===== src/rtl/seq_det_pkg.sv =====
// Shared definitions for the time-shared run detector: state codes and the
// default channel count.
package seq_det_pkg;

    localparam int N_CH_DEF = 4;

    typedef enum logic [3:0] {
        ST_A = 4'd0,
        ST_B = 4'd1,
        ST_C = 4'd2,
        ST_D = 4'd3,
        ST_E = 4'd4,
        ST_F = 4'd5,
        ST_G = 4'd6,
        ST_H = 4'd7,
        ST_I = 4'd8
    } state_e;

endpackage


===== src/rtl/run_detect_step.sv =====
// One step of the run detector: context + serial bit -> next context and z.
// Purely combinational so a single copy can be shared across channels.
module run_detect_step
    import seq_det_pkg::*;
(
    input  logic [3:0] ctx_i,
    input  logic       w_i,
    output logic [3:0] nxt_o,
    output logic       z_o
);

    state_e cur;
    state_e nxt;

    always_comb begin
        // unused codes 9..15 restart from A
        cur = (ctx_i > 4'd8) ? ST_A : state_e'(ctx_i);
        if (!w_i) begin
            case (cur)
                ST_B:       nxt = ST_C;
                ST_C:       nxt = ST_D;
                ST_D, ST_E: nxt = ST_E;
                default:    nxt = ST_B;
            endcase
        end else begin
            case (cur)
                ST_F:       nxt = ST_G;
                ST_G:       nxt = ST_H;
                ST_H, ST_I: nxt = ST_I;
                default:    nxt = ST_F;
            endcase
        end
        nxt_o = nxt;
        z_o   = (nxt == ST_E) || (nxt == ST_I);
    end

endmodule


===== src/rtl/seq_detect_arbiter.sv =====
// Round-robin arbiter feeding one shared run-detector step; holds the
// per-channel contexts, registered result and saturating hit counter.
module seq_detect_arbiter
    import seq_det_pkg::*;
#(
    parameter int N_CH = N_CH_DEF
) (
    input  logic                  clk,
    input  logic                  aclr,
    input  logic [N_CH-1:0]       req,
    input  logic [N_CH-1:0]       w,
    input  logic [N_CH-1:0]       clr_ch,
    output logic [N_CH-1:0]       gnt,
    output logic                  vld,
    output logic [$clog2(N_CH)-1:0] vld_ch,
    output logic                  z,
    output logic [3:0]            y,
    output logic [7:0]            hit_cnt
);

    localparam int IW = $clog2(N_CH);

    logic [N_CH-1:0][3:0] ctx_q;
    logic [IW-1:0]        ptr_q;
    logic                 vld_q;
    logic [IW-1:0]        vld_ch_q;
    logic                 z_q;
    logic [3:0]           y_q;
    logic [7:0]           hit_q;

    logic [N_CH-1:0]      elig;
    logic [N_CH-1:0]      gnt_d;
    logic [IW-1:0]        gidx;
    logic                 any_gnt;
    logic [3:0]           ctx_d;
    logic                 z_d;

    // search from ptr_q+1 wrapping; the first eligible channel wins
    always_comb begin
        int            c;
        logic [IW-1:0] cidx;
        elig    = req & ~clr_ch;
        gnt_d   = '0;
        gidx    = '0;
        any_gnt = 1'b0;
        c       = 0;
        cidx    = '0;
        for (int i = 1; i <= N_CH; i++) begin
            c = int'(ptr_q) + i;
            if (c >= N_CH) c = c - N_CH;
            cidx = IW'(c);
            if (!any_gnt && elig[cidx]) begin
                any_gnt = 1'b1;
                gidx    = cidx;
            end
        end
        if (!aclr) any_gnt = 1'b0;
        if (any_gnt) gnt_d[gidx] = 1'b1;
    end

    run_detect_step u_step (
        .ctx_i (ctx_q[gidx]),
        .w_i   (w[gidx]),
        .nxt_o (ctx_d),
        .z_o   (z_d)
    );

    always_ff @(posedge clk or negedge aclr) begin
        if (!aclr) begin
            for (int k = 0; k < N_CH; k++) ctx_q[k] <= ST_A;
            ptr_q    <= IW'(N_CH - 1);
            vld_q    <= 1'b0;
            vld_ch_q <= '0;
            z_q      <= 1'b0;
            y_q      <= '0;
            hit_q    <= '0;
        end else begin
            for (int k = 0; k < N_CH; k++) begin
                if (clr_ch[k])     ctx_q[k] <= ST_A;
                else if (gnt_d[k]) ctx_q[k] <= ctx_d;
            end
            vld_q <= any_gnt;
            if (any_gnt) begin
                ptr_q    <= gidx;
                vld_ch_q <= gidx;
                y_q      <= ctx_d;
                z_q      <= z_d;
                if (z_d && hit_q != 8'hFF) hit_q <= hit_q + 8'd1;
            end
        end
    end

    assign gnt     = gnt_d;
    assign vld     = vld_q;
    assign vld_ch  = vld_ch_q;
    assign z       = z_q;
    assign y       = y_q;
    assign hit_cnt = hit_q;

endmodule


===== config.mk =====
export PLATFORM = sky130hd
export DESIGN_NAME = seq_detect_arbiter
export DESIGN_NICKNAME = d
export VERILOG_FILES = /design/src/rtl/seq_det_pkg.sv /design/src/rtl/run_detect_step.sv /design/src/rtl/seq_detect_arbiter.sv
export SDC_FILE = /design/constraint.sdc
export NUM_CORES = 1
export LEC_CHECK = 0
export BUFFER_PORTS_ARGS = -buffer_cell sky130_fd_sc_hd__buf_2
export CAP_MARGIN = 20
export CORE_AREA = 2 2 57 80
export DETAILED_ROUTE_END_ITERATION = 7
export DIE_AREA = 0 0 59 82
export PLACE_DENSITY = 0.71
export SLEW_MARGIN = 15
export SYNTH_ARGS = -nofsm -noshare
export SYNTH_HDL_FRONTEND = slang
export SYNTH_SLANG_ARGS = --single-unit

===== constraint.sdc =====
create_clock -name clk -period 3.5 [get_ports clk]
set_input_delay 0 -clock clk [delete_from_list [all_inputs] [get_ports clk]]
set_output_delay 0 -clock clk [all_outputs]
set_load 0.05 [all_outputs]

Yosys cells after proc, flatten, opt, wreduce, memory -nomap -nowiden
Index checks and enable logic that the tools add are counted.

operators by class
  equality and inequality tests = 11
  order comparisons = 11
  reduce and logical (&&, ||, !) cells = 16
  muxes and demuxes = 40
  bitwise gates (word level) = 2
  add/subtract/negate cells = 9

operators by type and width
  kind                                                        number
  2-to-1 mux 4 bit                                            12
  == test 4 x 3 -> 1 bit, second input constant               5
  2-to-1 mux 2 bit                                            8
  less-than comparator 2 x 3 -> 1 bit, second input constant  5
  one-hot mux 4 bit (3 select lines)                          1
  2-to-1 mux 1 bit                                            11
  binary-select mux 1 bit (select 2 bit)                      5
  >= comparator 3 bit, second input constant                  3
  one-hot mux 3 bit (3 select lines)                          1
  adder 8 x 1 -> 8 bit, second input constant                 1
  binary-select mux 4 bit (select 2 bit)                      1
  == test 4 x 2 -> 1 bit, second input constant               2
  == test 4 bit, second input constant                        2
  inequality test 8 bit, second input constant                1
  nonzero test 2 bit                                          4
  subtractor 2 x 1 -> 2 bit, second input constant            4
  adder 2 x 2 -> 3 bit, second input constant                 2
  logical AND 1 bit                                           5
  adder 2 x 3 -> 4 bit, second input constant                 1
  AND 4 bit                                                   1
  == test 4 x 1 -> 1 bit, second input constant               1
  >= comparator 4 x 3 -> 1 bit, second input constant         1
  greater-than comparator 4 bit, second input constant        1
  inverter 4 bit                                              1
  7 further kinds                                             10

storage, ports and cells
  bits of input ports = 14
  output and inout port bits = 20
  register bits = 34
  word-level logic and storage cells = 99

Longest topological paths before layout
  depth in word-level cells = 27
  gate-level depth with buffers = 11
  depth with buffers taken out = 9

Hierarchy
A second synthesis with hierarchy kept.

second synthesis, totals
  cell total of the unflattened synthesis = 209
  area, all modules = 1950.6 um2

by module, submodules not included
  module              area an instance (um2)  seq. area each (um2)  cells each  instances
  seq_detect_arbiter  1791.7                  853.3                 187         1
  run_detect_step     158.9                   0.0                   22          1

Least setup slack after synthesis
Ideal clock, no wire load.

  path kind = reg-to-reg
  start = register ptr_q[1]
  end = register hit_q[1] (netlist: hit_cnt[1])
  clock period less this slack = 2.772 ns
  arrival = 2.645 ns
  library setup time = 0.128 ns
  required time = 3.372 ns
  buffers on the path = 2
  cell stages (with the launch flop) = 11
  setup slack = 0.728 ns
  cell sequence = dfstp_2 > and3b_1 > o31ai_2 > or2_4 > buf_6 > o32ai_1 > nor3_1 > a22oi_2 > buf_4 > a21oi_2 > mux2_1

between the ends
  cells in the longest elaborated chain, start to end = 27
  elaborated cells on any way between the ends = 63
  those cells by class = add/sub (8); order compare (5); eq/ne (10); mux (29); reduce/logical (11)

ends and longest elaborated chain
  what                                                                                      RTL line                                      source
  start, declared                                                                           seq_detect_arbiter.sv:24                      logic [IW-1:0] ptr_q;
  start signal, assigned                                                                    seq_detect_arbiter.sv:71                      ptr_q <= IW'(N_CH - 1);
  start signal, assigned                                                                    seq_detect_arbiter.sv:84                      ptr_q <= gidx;
  adder 2 x 1 -> 3 bit                                                                      seq_detect_arbiter.sv:49                      c = int'(ptr_q) + i;
  >= comparator 3 bit or subtractor 2 x 1 -> 2 bit (tied branches)                          seq_detect_arbiter.sv:50                      if (c >= N_CH) c = c - N_CH;
  2-to-1 mux 2 bit                                                                          seq_detect_arbiter.sv:50
  binary-select mux 1 bit (select 2 bit)                                                    seq_detect_arbiter.sv:52                      if (!any_gnt && elig[cidx]) begin
  2-to-1 mux 1 bit (not written as such)                                                    seq_detect_arbiter.sv:52
  2-to-1 mux 1 bit                                                                          seq_detect_arbiter.sv:52
  logical NOT 1 bit                                                                         seq_detect_arbiter.sv:52
  logical AND 1 bit                                                                         seq_detect_arbiter.sv:52
  [11 not listed]                                                                           n/a
  == test 4 x 2 -> 1 bit, or another cell as far along                                      run_detect_step.sv:19                         case (cur)
  OR reduction 2 bit, on equally long branches                                              run_detect_step.sv:19, run_detect_step.sv:26
  one-hot mux 3 bit (3 select lines) or one-hot mux 4 bit (3 select lines) (tied branches)  run_detect_step.sv:19, run_detect_step.sv:26
  2-to-1 mux 4 bit                                                                          run_detect_step.sv:18                         if (!w_i) begin
  == test 4 x 3 -> 1 bit or == test 4 bit (tied branches)                                   run_detect_step.sv:34                         z_o = (nxt == ST_E) || (nxt == ST_I);
  logical OR 1 bit                                                                          run_detect_step.sv:34
  logical AND 1 bit                                                                         seq_detect_arbiter.sv:88                      if (z_d && hit_q != 8'hFF) hit_q <= hit_q + 8'd1;
  AND reduction 2 bit (no line) (*)                                                         n/a
  end signal, assigned                                                                      seq_detect_arbiter.sv:88
  end, declared                                                                             seq_detect_arbiter.sv:29                      logic [7:0] hit_q;

Every way passes the cells marked *; elsewhere a longest branch is shown, timed or not. The select of a mux whose other input is x is not followed.
A chain may end at the register's enable or synchronous reset.

Worst setup path in the final report
Ends and elaborated chain as after synthesis.

==> metrics.yaml <==
run_status:
  status: "finished, final reports clean"
sta:
  tightest_slew_ns: 0.6887
  finalMaxSlewViolations: 0
  min_period_over_period_pct: 89.45
  clock_skew_ns: 0.009447
  max_freq_mhz: 319.4
  final.setup.tns_ns: 0
  setup-violations-final: 0
  final_hold_viol_count: 0
  min_period_ns: 3.131
  rsz0062_at_grt: "false"
  slew_headroom_pct: 53.95
cells_and_area:
  finish.utilization_pct: 55.75
  synthToLayoutAreaGrowth_pct: 15.70
  final_layout_size_suffix_gt1_share_pct: 23.02
  nNetsFinal: 266
  layout_commonest_cell: "buf_2"
  n_antenna_cell: 0
  final_cell_mix: "buf_2 (33), dfrtp_1 (32), nand2_1 (25)"
global_routing:
  grt-ovfl-total: 0
  antenna_found_initial: 0
  grt_pass1_wl_um: 7886
  grtUsageTotal_pct: 21.86
  grt_max_degree: 35
  grt_pass1_vias: 1652
floorplan:
  row_count: 28
  dieArea_um2: 4838
  ios: 34
  start_util_pct: 48.18
  core_area_um2: 4134
  die_height_um: 82
  die_x_um: 59
cts:
  clkSinkCount: 34
  numCtsBuffers: 5
  h-tree-depth: 2
  clkTransAtPathRegs_ns: 0.07
  cts_resized: 0
  cts_buffer_depth: 2
  cts_tree: "built"
  cts_root_buf: "clkbuf_8"
  insertion_delay_ns: 0.29
critical_path:
  worstSetupPathType: "register to register"
  r2r_end: "hit_cnt[1]"
  start_kind: "register"
  reg2reg_from: "ptr_q[1]"
  end_kind: "register"
  cp_max_fo: 10
  r2r_setup_slack_ns: 0.37
  cp.arrival_ns: 3.29
  worstPathRequired_ns: 3.66
  rr_worst_depth: 8
synthesis:
  synth_edf_count: 0
  netlist_area_um2: 1992
  async_reset_ff_share_pct: 100.0
  yosysWarnings: 0
  synth_nets: 225
  ys.flop_type: "dfrtp_1"
  synth.distinct_cells: 48
  ys_ff_latch: 34
  ys_seq_area_share_pct: 42.84
  syn-instance-count: 210
  synth_area_per_cell_um2: 9.485
min_path:
  holdPathStages: 4
  hold_end: "ctx_q[10]"
  hold_class: "input port to register"
  min_from: "clr_ch[2]"
pwr:
  leakagePower_uw: 0.001068
  p_total_uw: 1354
  power_density_nw_per_um2: 587.7
  irDropWorstVdd_uv: 604.7
route:
  via_per_inst: 5.963
  wl_per_cell_um: 16.32
  wl_um: 4846
  vias: 1771
  drtIter0Drc: 55
  route.detailed.drc: 0
  drtPass1Iterations: 4
  ant_nets: 0
place:
  dp.final_hpwl_um: 3693
  io_buffers: 33
  gp_congestion: 0.8809
run:
  cap_violations: 0
routing by layer:
layer,GRT usage (%),vias up,part of all wire (%),wire length (µm)
li1,-,861,-,-
met1,27.67,850,43,2106
met2,35.33,47,49,2398
met3,4.094,13,3.7,177
met4,10.91,0,3.4,164
met5,0,-,0,0
registers in the layout, summed over array words and instances (netlist names):
register and flops:
vld 1, ctx_q 16, z 1, y 4, vld_ch 2, ptr_q 2, hit_cnt 8
cell type report:
cell class | instances | area (µm²)
fill | 397 | 1829
multi-input combinational | 164 | 1074
sequential | 34 | 853.3
timing repair buffer | 39 | 212.7
clock buffer | 6 | 72.57
tap | 45 | 56.30
inverter | 7 | 26.28
clock inverter | 2 | 10.01
Yosys cell counts (3+ instances only):
library cell	count	area (µm²)
dfrtp_1	32	800.8
mux2i_1	8	80.08
a2111oi_1	3	30.03
a211oi_1	5	37.54
xor2_1	6	52.55
a21oi_1	3	15.01
o32a_1	3	30.03
o22ai_1	3	18.77
o21a_1	3	22.52
o21ai_0	21	105.1
nand2_1	25	93.84
and3_1	6	37.54
o32ai_1	3	26.28
nand3_1	17	85.08
xnor2_1	3	26.28
nor3_2	3	30.03
nand2b_1	8	50.05
inv_1	7	26.28
a21boi_0	4	30.03
nand3b_1	8	60.06
nor2_1	7	26.28
logic make-up after synthesis:
| kind of cell | count (synthesis) | synth area share (%) |
|---|---|---|
| adder cells (fa/ha/maj) | 1 | 0.6280 |
| AND/OR/NAND/NOR | 82 | 22.24 |
| buffers and inverters | 12 | 3.266 |
| AO/OA/AOI/OAI | 63 | 22.49 |
| XOR/XNOR | 9 | 3.958 |
| multiplexers | 9 | 4.586 |
| flip-flops | 34 | 42.84 |
worst max-delay path, cell delays in order (launching register included):
cell      delay, ns
dfstp_2        0.58
a21oi_1        0.10
o21ai_1        0.45
a21boi_0       0.21
o32ai_1        0.66
nor3_1         0.13
a22oi_2        0.42
a21oi_2        0.14
mux2_1         0.33
worst max path at each step:
| stage | start | endpoint | cells after the start |
|---|---|---|---|
| after floorplan | ptr_q[1] | hit_cnt[1] | 10 |
| after global placement | ptr_q[1] | hit_cnt[1] | 8 |
| after detailed placement | ptr_q[1] | hit_cnt[1] | 8 |
| after CTS | ptr_q[1] | hit_cnt[1] | 8 |
| after global routing | ptr_q[1] | hit_cnt[1] | 8 |
| final | ptr_q[1] | hit_cnt[1] | 8 |
through the flow:
stage	cell area (µm²)	setup WS [ns]	cells	hold WS, ns
final	2305	0.3691	297	0.03161
after global routing	2305	0.1039	297	0.05753
after CTS	2305	0.3898	297	0.03085
after detailed placement	2212	0.4238	288	0.08921
after global placement	2212	0.5239	288	0.09113
after floorplan	1992	0.7279	210	-0.2956
power breakdown:
part | switching, µW | internal, µW | total, µW
Combinational | 396 | 165 | 561
Sequential | 54.1 | 464 | 518
Clock | 138 | 138 | 275
repair_timing:
action / CTS / global route
hold buffers: 1 / 0
buffers inserted: 0 / 0
endpoints found under the hold margin: 32 / 0
Note: power is estimated with default switching activity, not from simulation.
